--- config.mk ---
export PLATFORM = sky130hd
export DESIGN_NAME = memory_arbiter
export DESIGN_NICKNAME = d
export VERILOG_FILES = /design/src/rtl/memory_arbiter.sv
export SDC_FILE = /design/constraint.sdc
export NUM_CORES = 1
export LEC_CHECK = 0
export ABC_AREA = 0
export CAP_MARGIN = 20
export CORE_AREA = 5 5 95 97
export CTS_CLUSTER_SIZE = 40
export DETAILED_ROUTE_END_ITERATION = 10
export DIE_AREA = 0 0 100 102
export PLACE_DENSITY = 0.89
export SLEW_MARGIN = 15
export SYNTH_ARGS = -nofsm -noshare
export SYNTH_HDL_FRONTEND = slang
export SYNTH_SLANG_ARGS = --single-unit
--- constraint.sdc ---
create_clock -name clock -period 3.05 [get_ports clock]
set_clock_uncertainty 0.05 [all_clocks]
set_input_delay 0.915 -clock clock [delete_from_list [all_inputs] [get_ports clock]]
set_output_delay 0.915 -clock clock [all_outputs]
set_load 0.1 [all_outputs]
--- src/rtl/memory_arbiter.sv ---
`default_nettype none
// ============================================================================
// Module   : memory_arbiter
// Purpose  : Round-robin arbiter that owns the single BlockRam port and
//            serialises one read or write at a time among NUM_REQ requesters.
//            It is the only driver of the BlockRam address/data/enable pins.
// Ports    :
//   clock            in   1                    single clock, posedge
//   reset            in   1                    asynchronous, active-low
//   req_valid        in   NUM_REQ              level request, held until ready
//   req_write        in   NUM_REQ              1 = write, 0 = read
//   req_addr         in   NUM_REQ*MADDR_WIDTH  flattened, slice i = requester i
//   req_wdata        in   NUM_REQ*MDATA_WIDTH  flattened write data
//   req_ready        out  NUM_REQ              one-cycle completion pulse
//   req_rdata        out  MDATA_WIDTH          read data, valid with req_ready
//   grant            out  NUM_REQ              one-hot port owner, 0 when idle
//   timeout_err      out  1                    sticky, cleared only by reset
//   mem_addr         out  MADDR_WIDTH          to BlockRam
//   mem_write_data   out  MDATA_WIDTH          to BlockRam
//   mem_read_enable  out  1                    to BlockRam
//   mem_write_enable out  1                    to BlockRam
//   mem_read_ready   in   1                    from BlockRam
//   mem_write_ready  in   1                    from BlockRam
//   mem_read_data    in   MDATA_WIDTH          from BlockRam
// Revision : 1.0  initial release
// ============================================================================

`ifndef DEFAULT_MADDR_WIDTH
`define DEFAULT_MADDR_WIDTH 16
`endif
`ifndef DEFAULT_MDATA_WIDTH
`define DEFAULT_MDATA_WIDTH 16
`endif

module memory_arbiter #(
  parameter int NUM_REQ     = 3,
  parameter int MADDR_WIDTH = `DEFAULT_MADDR_WIDTH,
  parameter int MDATA_WIDTH = `DEFAULT_MDATA_WIDTH,
  parameter int TIMEOUT     = 255
) (
  input  logic                           clock,
  input  logic                           reset,
  input  logic [NUM_REQ-1:0]             req_valid,
  input  logic [NUM_REQ-1:0]             req_write,
  input  logic [NUM_REQ*MADDR_WIDTH-1:0] req_addr,
  input  logic [NUM_REQ*MDATA_WIDTH-1:0] req_wdata,
  output logic [NUM_REQ-1:0]             req_ready,
  output logic [MDATA_WIDTH-1:0]         req_rdata,
  output logic [NUM_REQ-1:0]             grant,
  output logic                           timeout_err,
  output logic [MADDR_WIDTH-1:0]         mem_addr,
  output logic [MDATA_WIDTH-1:0]         mem_write_data,
  output logic                           mem_read_enable,
  output logic                           mem_write_enable,
  input  logic                           mem_read_ready,
  input  logic                           mem_write_ready,
  input  logic [MDATA_WIDTH-1:0]         mem_read_data
);

  localparam int IDX_W = $clog2(NUM_REQ);
  localparam int CNT_W = (TIMEOUT > 1) ? $clog2(TIMEOUT) : 1;
  localparam logic [CNT_W-1:0] C_CNT_LAST = CNT_W'((TIMEOUT > 0) ? (TIMEOUT - 1) : 0);
  localparam logic [IDX_W-1:0] C_IDX_LAST = IDX_W'(NUM_REQ - 1);

  typedef enum logic [1:0] {
    ST_IDLE    = 2'd0,
    ST_ISSUE   = 2'd1,
    ST_DONE    = 2'd2,
    ST_RECOVER = 2'd3
  } state_t;

  state_t                 state_q, state_d;
  logic [NUM_REQ-1:0]     grant_q, grant_d;
  logic [IDX_W-1:0]       idx_q, idx_d;
  logic [IDX_W-1:0]       ptr_q, ptr_d;
  logic [MADDR_WIDTH-1:0] addr_q, addr_d;
  logic [MDATA_WIDTH-1:0] wdata_q, wdata_d;
  logic                   write_q, write_d;
  logic [CNT_W-1:0]       cnt_q, cnt_d;
  logic [MDATA_WIDTH-1:0] rdata_q, rdata_d;
  logic                   terr_q, terr_d;

  // Round-robin pick: lowest valid index at or above the pointer, otherwise
  // the lowest valid index overall (the wrap-around case). The loop runs
  // downwards so the last hit recorded is the lowest index.
  logic                   found_hi;
  logic [IDX_W-1:0]       hi_idx, lo_idx, pick_idx;
  logic [MADDR_WIDTH-1:0] sel_addr;
  logic [MDATA_WIDTH-1:0] sel_wdata;
  logic                   sel_write;

  always_comb begin
    found_hi = 1'b0;
    hi_idx   = '0;
    lo_idx   = '0;
    for (int i = NUM_REQ - 1; i >= 0; i--) begin
      if (req_valid[i]) begin
        lo_idx = IDX_W'(i);
        if (IDX_W'(i) >= ptr_q) begin
          hi_idx   = IDX_W'(i);
          found_hi = 1'b1;
        end
      end
    end
    pick_idx = found_hi ? hi_idx : lo_idx;

    sel_addr  = '0;
    sel_wdata = '0;
    sel_write = 1'b0;
    for (int i = 0; i < NUM_REQ; i++) begin
      if (IDX_W'(i) == pick_idx) begin
        sel_addr  = req_addr[i*MADDR_WIDTH +: MADDR_WIDTH];
        sel_wdata = req_wdata[i*MDATA_WIDTH +: MDATA_WIDTH];
        sel_write = req_write[i];
      end
    end
  end

  // Only the ready matching the latched operation completes an access.
  logic mem_hit;
  assign mem_hit = write_q ? mem_write_ready : mem_read_ready;

  always_comb begin
    state_d = state_q;
    grant_d = grant_q;
    idx_d   = idx_q;
    ptr_d   = ptr_q;
    addr_d  = addr_q;
    wdata_d = wdata_q;
    write_d = write_q;
    cnt_d   = cnt_q;
    rdata_d = rdata_q;
    terr_d  = terr_q;

    case (state_q)
      ST_IDLE: begin
        if (|req_valid) begin
          grant_d = NUM_REQ'(1) << pick_idx;
          idx_d   = pick_idx;
          addr_d  = sel_addr;
          wdata_d = sel_wdata;
          write_d = sel_write;
          cnt_d   = '0;
          state_d = ST_ISSUE;
        end
      end

      ST_ISSUE: begin
        if (mem_hit) begin
          if (!write_q) begin
            rdata_d = mem_read_data;
          end
          state_d = ST_DONE;
        end else if ((TIMEOUT != 0) && (cnt_q == C_CNT_LAST)) begin
          // Give up on the BlockRam: flag it and still complete the access
          // so the requester is not stuck; reads return zero.
          terr_d = 1'b1;
          if (!write_q) begin
            rdata_d = '0;
          end
          state_d = ST_DONE;
        end else begin
          cnt_d = cnt_q + 1'b1;
        end
      end

      ST_DONE: begin
        ptr_d   = (idx_q == C_IDX_LAST) ? '0 : idx_q + 1'b1;
        grant_d = '0;
        state_d = ST_RECOVER;
      end

      ST_RECOVER: begin
        // Let any lingering ready level drain so it cannot complete the
        // next access prematurely.
        if (!mem_read_ready && !mem_write_ready) begin
          state_d = ST_IDLE;
        end
      end

      default: begin
        state_d = ST_IDLE;
      end
    endcase
  end

  always_ff @(posedge clock or negedge reset) begin
    if (!reset) begin
      state_q <= ST_IDLE;
      grant_q <= '0;
      idx_q   <= '0;
      ptr_q   <= '0;
      addr_q  <= '0;
      wdata_q <= '0;
      write_q <= 1'b0;
      cnt_q   <= '0;
      rdata_q <= '0;
      terr_q  <= 1'b0;
    end else begin
      state_q <= state_d;
      grant_q <= grant_d;
      idx_q   <= idx_d;
      ptr_q   <= ptr_d;
      addr_q  <= addr_d;
      wdata_q <= wdata_d;
      write_q <= write_d;
      cnt_q   <= cnt_d;
      rdata_q <= rdata_d;
      terr_q  <= terr_d;
    end
  end

  // Enables decode straight from registered state, so the asynchronous
  // reset removes them in the same cycle.
  assign mem_read_enable  = (state_q == ST_ISSUE) && !write_q;
  assign mem_write_enable = (state_q == ST_ISSUE) &&  write_q;
  assign mem_addr         = addr_q;
  assign mem_write_data   = wdata_q;
  assign req_ready        = (state_q == ST_DONE) ? grant_q : '0;
  assign req_rdata        = rdata_q;
  assign grant            = grant_q;
  assign timeout_err      = terr_q;

endmodule

`default_nettype wire

After elaboration in Yosys (flattened, before gate mapping). Index checks and enable logic that the tools add are counted.

Flip-flop bits (word level): 67. Bits of input ports: 122. Output and inout port bits: 57.

Add/subtract/negate cells: 2. Order comparisons: 3. Equal/unequal tests: 14. Shift-type cells: 1. Mux-type cells: 43. Bitwise operators: 1. Reduce and logical (&&, ||, !) cells: 18.

Operator list (number): $mux W16 (10); $mux W2 (15); $mux W8 (3); $pmux W8 S2 (1); $ne A2 B2 Y1 const B (6); $mux W1 (10); $add A8 B1 Y8 const B (1); $eq A8 B8 Y1 const B (1); $pmux W2 S4 (1); $reduce_and A4 Y1 (2); $eq A2 B2 Y1 const B (3); $mux W3 (2); $pmux W3 S2 (1); $reduce_and A3 Y1 (2); $reduce_bool A2 Y1 (3); $ge A1 B2 Y1 const A (2); $logic_not A2 Y1 (2); $reduce_and A2 Y1 (2); $logic_and A1 B1 Y1 (3); $logic_not A1 Y1 (3); $ne A3 B3 Y1 const B (1); $reduce_or A3 Y1 (1); $shl A1 B2 Y3 const A (1); $add A2 B1 Y2 const B (1); other kinds (5) (5).

Depth between registers and ports, before layout. Gate-level depths: netlist of the first run.

Word-level depth: 12. Gate-level depth with buffers: 7. Depth with buffers taken out: 7.

Worst setup path before layout of the first run. No wires, ideal clock.

Path kind: register to output. Start point: register grant_q[2], in the netlist grant[2]. End point: output req_ready[2]. Data arrival time: 1.793 ns. Required time: 2.085 ns. Setup slack: 0.292 ns. Stages on the path, launching flop included: 2. Cells stage by stage: dfrtp_1 -> and2_1.

Word-level cells in the longest chain between the ends: 1.

Ends and longest elaborated chain: start: declaration (line 73) `logic [NUM_REQ-1:0] grant_q, grant_d;`; start signal: assignment (line 201) `grant_q <= grant_d;`; $mux W3 (line 219) `assign req_ready = (state_q == ST_DONE) ? grant_q : '0;`; end: declaration (line 47) `output logic [NUM_REQ-1:0] req_ready,`.

Every way passes these cells.

Worst setup path after layout of the first run.
Start point: input req_valid[2]. End point: register wdata_q[0], in the netlist mem_write_data[0].

Word-level cells in the longest chain between the ends: 10. Elaborated cells on any way between the ends: 22. Classes of those cells: 2 x eq/ne; 17 x mux; 3 x reduce/logical.

Ends and longest elaborated chain: start: declaration (line 43) `input logic [NUM_REQ-1:0] req_valid,`; $mux W2 / $mux W1 (equally long branches) (line 97) `if (req_valid[i]) begin`; $mux W2 / $mux W1 (equally long branches) (line 99) `if (IDX_W'(i) >= ptr_q) begin`; $mux W2 / $mux W1 (equally long branches) (line 97); $mux W2 / $mux W1 (equally long branches) (line 99); $mux W2 / $mux W1 (equally long branches) (line 97); $mux W2 (line 105) `pick_idx = found_hi ? hi_idx : lo_idx;`; $logic_not A2 Y1 (line 111) `if (IDX_W'(i) == pick_idx) begin`; $mux W16 (3 in series) (line 111); end signal: assignment (line 205) `wdata_q <= wdata_d;`; end: declaration (line 77) `logic [MDATA_WIDTH-1:0] wdata_q, wdata_d;`.

Parallel ways exist; a longest one is shown, timed or not. A chain may end at the register's enable or synchronous reset.

==> results of run 1 <==
[per-layer routing]
metal | wire length (um) | part of all wire
met5 | 0 | 0
met1 | 4140 | 0.38
met3 | 992 | 0.092
met4 | 302 | 0.028
met2 | 5360 | 0.50
[worst max path at each step]
stage / start / depth (start not counted) / to / slack, ns
global placement: req_valid[2] / 6 / mem_addr[8] / 0.03
detailed placement: req_valid[2] / 6 / mem_write_data[0] / -0.09
floorplan: grant[2] / 1 / req_ready[2] / 0.29
global route: req_valid[2] / 6 / mem_write_data[0] / 0.08
CTS: req_valid[2] / 6 / mem_write_data[0] / 0.27
finish: req_valid[2] / 6 / mem_write_data[0] / 0.23
[synthesized netlist by cell type]
cell,instances,area [sq um]
sky130_fd_sc_hd__clkbuf_1,23,86.3
sky130_fd_sc_hd__mux2_2,2,22.5
sky130_fd_sc_hd__nand3_1,3,15.0
sky130_fd_sc_hd__o221a_2,22,248
sky130_fd_sc_hd__and2_1,8,50.1
sky130_fd_sc_hd__and4_1,2,17.5
sky130_fd_sc_hd__o31ai_1,5,37.5
sky130_fd_sc_hd__nor2_1,7,26.3
sky130_fd_sc_hd__or3_1,1,6.26
sky130_fd_sc_hd__o22ai_1,42,263
sky130_fd_sc_hd__a21o_1,2,15.0
sky130_fd_sc_hd__a21o_4,1,15.0
sky130_fd_sc_hd__o31ai_2,1,12.5
sky130_fd_sc_hd__and3_1,1,6.26
sky130_fd_sc_hd__a211o_1,1,8.76
sky130_fd_sc_hd__and2b_1,1,7.51
sky130_fd_sc_hd__o22a_1,1,8.76
sky130_fd_sc_hd__o32a_1,1,10.0
sky130_fd_sc_hd__o221ai_1,1,8.76
sky130_fd_sc_hd__o21a_1,1,7.51
sky130_fd_sc_hd__a21boi_0,1,7.51
sky130_fd_sc_hd__o211ai_1,1,7.51
sky130_fd_sc_hd__dfrtp_1,67,1680
sky130_fd_sc_hd__nand2b_1,2,12.5
sky130_fd_sc_hd__or4_1,1,7.51
sky130_fd_sc_hd__o21ai_0,29,145
sky130_fd_sc_hd__o21ai_1,1,5.00
sky130_fd_sc_hd__nand3b_1,1,7.51
sky130_fd_sc_hd__a31o_2,1,8.76
sky130_fd_sc_hd__inv_1,9,33.8
sky130_fd_sc_hd__nor3_1,1,5.00
sky130_fd_sc_hd__nor4b_1,1,8.76
sky130_fd_sc_hd__nand2_1,66,248
sky130_fd_sc_hd__mux2_4,1,15.0
sky130_fd_sc_hd__mux2i_1,2,20.0
sky130_fd_sc_hd__ha_1,6,75.1
sky130_fd_sc_hd__a21oi_1,16,80.1
sky130_fd_sc_hd__nor2b_1,2,12.5
sky130_fd_sc_hd__a2bb2oi_1,2,17.5
[area by class of cell]
cell class / instances / area (sq um) / area share
clock buffer: 12 / 165 / 0.0309
clock inverter: 4 / 47.5 / 0.00890
inverter: 9 / 33.8 / 0.00632
multi-input combinational: 237 / 1490 / 0.279
sequential: 67 / 1680 / 0.314
tap: 105 / 131 / 0.0246
timing repair buffer: 187 / 1800 / 0.336
[report_power, final]
group          internal (uW)  switching [uW]
clock                    442             333
sequential              1270             263
combinational           1220            3360
total                   2930            3960
[through the flow]
stage	setup WS (ns)	total power, uW	TNS, ns
3_3_place_gp	0.0285	5980	0
5_1_grt	0.0776	7210	0
4_1_cts	0.268	6890	0
3_5_place_dp	-0.0902	6100	-1.30
2_1_floorplan	0.292	4940	0
6_report	0.235	6880	0
[placed cells by master, fill, tap and decap left out, drive strengths merged, types with 6 or more instances in the layout]
cell type / Yosys / final
clkdlybuf4s50: 0 / 120
dfrtp: 67 / 67
buf: 0 / 67
nand2: 66 / 66
o22ai: 42 / 42
o21ai: 30 / 30
o221a: 22 / 22
a21oi: 16 / 16
clkbuf: 23 / 12
inv: 9 / 9
and2: 8 / 8
nor2: 7 / 7
ha: 6 / 6
o31ai: 6 / 6
[sequential cells by signal (all words and copies together), names as in the netlist]
name            flops
cnt_q               8
grant               3
idx_q               2
mem_addr           16
mem_write_data     16
ptr_q               2
req_rdata          16
state_q             2
timeout_err         1
write_q             1
[critical path, cell delays in order]
cell,delay [ns]
sky130_fd_sc_hd__clkdlybuf4s50_1,0.65
sky130_fd_sc_hd__nor2_1,0.16
sky130_fd_sc_hd__a21oi_2,0.77
sky130_fd_sc_hd__o22ai_1,0.22
sky130_fd_sc_hd__nand2_1,0.13
sky130_fd_sc_hd__o221a_2,0.19
[kinds of logic after synthesis]
kind of cell | synth area share
AOI/OAI and AO/OA | 0.277
adders and majority gates | 0.0230
buffers and inverters | 0.0368
DFF | 0.513
muxes | 0.0176
and+or+nand+nor | 0.132
==> parameters.txt, run 1 <==
Parameter                              Value

Die
  Floorplan die area    10200 sq um
  Initial Util    0.406
  Core area    8050 sq um
  Number of standard-cell rows in the floorplan    33
  X dimension of the die    100 um
  Die Y-Extent    102 um
  # IOs    179

Power and ir drop
  Leak    0.00227 uW
  Power density relative to cell area    1290 nW/um^2
  Largest voltage drop on the vdd net    0.000714 V

Detailed routing
  Wire length reported by the detailed router    10.8 mm
  Starting DRC count in detailed routing    110
  Via Count    3369
  DR WL/cell    17.4 um
  First-pass iteration count of the detailed router    4
  Final ANT Viol Nets    0
  DRC errors left    0
  Vias per Instance    5.43

Global routing
  Highest-utilization routing layer at the global route stage    met2
  Initial antenna violation count    0
  Gr usage total    0.211
  GR Layer Usage met3    0.0689
  Largest net degree at the start of global routing    43
  Sum of overflow across all layers after global routing    0
  Number of global-route vias before repair    3544
  Grt met1 use    0.235
  Met2 Use GR    0.371
  First-pass GRT wire length    17.2 mm

Place
  Post-placement cell area    5100 sq um
  Buffers added on ports    178
  Detailed placer's ending HPWL    8.27 mm
  Last weighted congestion value of the routability-driven placer    0.854
  Number of placed cells counting well taps    604

Worst hold path
  Startpoint of the worst hold path    req_rdata[8]
  Number of stages on the worst hold path    2
  Worst hold path endpoint    req_rdata[8]
  Min-delay worst type    reg -> reg

Timing
  Pins over their slew limit    0
  Post-route fraction of the period consumed by the critical path    0.923
  Number of hold violations in the final report    0
  RSZ-0062 raised after global routing    no
  Hold WS    0.437 ns
  Final setup viols    0
  Clock period minus final worst setup slack    2.82 ns
  Transition time at the pin with the least slew margin    1.04 ns
  Max Freq    0.355 GHz
  Worst slew slack as a fraction of its limit    0.309

Setup path
  Startpoint Class    input port
  Cells on worst reg2reg path    7
  R2r endpoint    cnt_q[7]
  Worst Setup End Kind    flop
  Data required, critical path    3.27 ns
  Type of the worst setup path    in -> reg
  Maximum net fanout on the critical path    22
  Startpoint of the worst-slack reg-to-reg timing path    state_q[1]
  Arrival time reported for the critical path endpoint    3.03 ns
  R2R Setup Slk    0.87 ns

Clock tree
  Post-CTS repair timing setup buffer count    0
  Count of cells resized by post-cts repair    0
  Maximum root-to-sink buffer count    2
  H-tree levels    3
  TritonCTS clock tree    built
  Worst-path clk slew    0.07 ns
  Post-CTS Hold Fix Bufs    0
  Number of clock sinks seen by CTS    67
  TritonCTS buffer count    9
  Cell at the root of the clock tree    sky130_fd_sc_hd__clkbuf_8
  Source-to-sink clock delay at the later pin of the worst-skew pair    0.33 ns

Synthesis
  Synthesis warning total    0
  Post-Synthesis Net Count    464
  Average footprint of a synthesized cell    9.72 sq um
  Register bit count reported by yosys    67
  Proportion of synthesized chip area in sequential cells    0.513
  Area of the mapped netlist    3270 sq um
  Gate count of the mapped netlist    336
  Netlist cell types    39

Flow run
  Total of max-cap violations    0

Final layout
  Layout cells sized above 1    0.223
  Final core utilization    0.664
  Post-route design area    5340 sq um
  Area growth from synthesis to layout    63.6%
  Antenna diode count    0
  Filler Cell Count    642
  Number of nets in the finished design    639
  Final std cells w/o fill    621

Outcome
  Status    complete, no violations
No activity file was read; power rests on OpenSTA's default activity.
==> run 2: changes to the inputs <==
--- a/config.mk
+++ b/config.mk
@@ -8,9 +8,9 @@
 export ABC_AREA = 0
 export CAP_MARGIN = 20
 export CORE_AREA = 5 5 95 97
-export CTS_CLUSTER_SIZE = 40
 export DETAILED_ROUTE_END_ITERATION = 10
 export DIE_AREA = 0 0 100 102
+export GPL_ROUTABILITY_DRIVEN = 0
 export PLACE_DENSITY = 0.89
 export SLEW_MARGIN = 15
 export SYNTH_ARGS = -nofsm -noshare
==> results of run 2 <==
No change in the layout: final DEF, timing and power equal those of run 1.
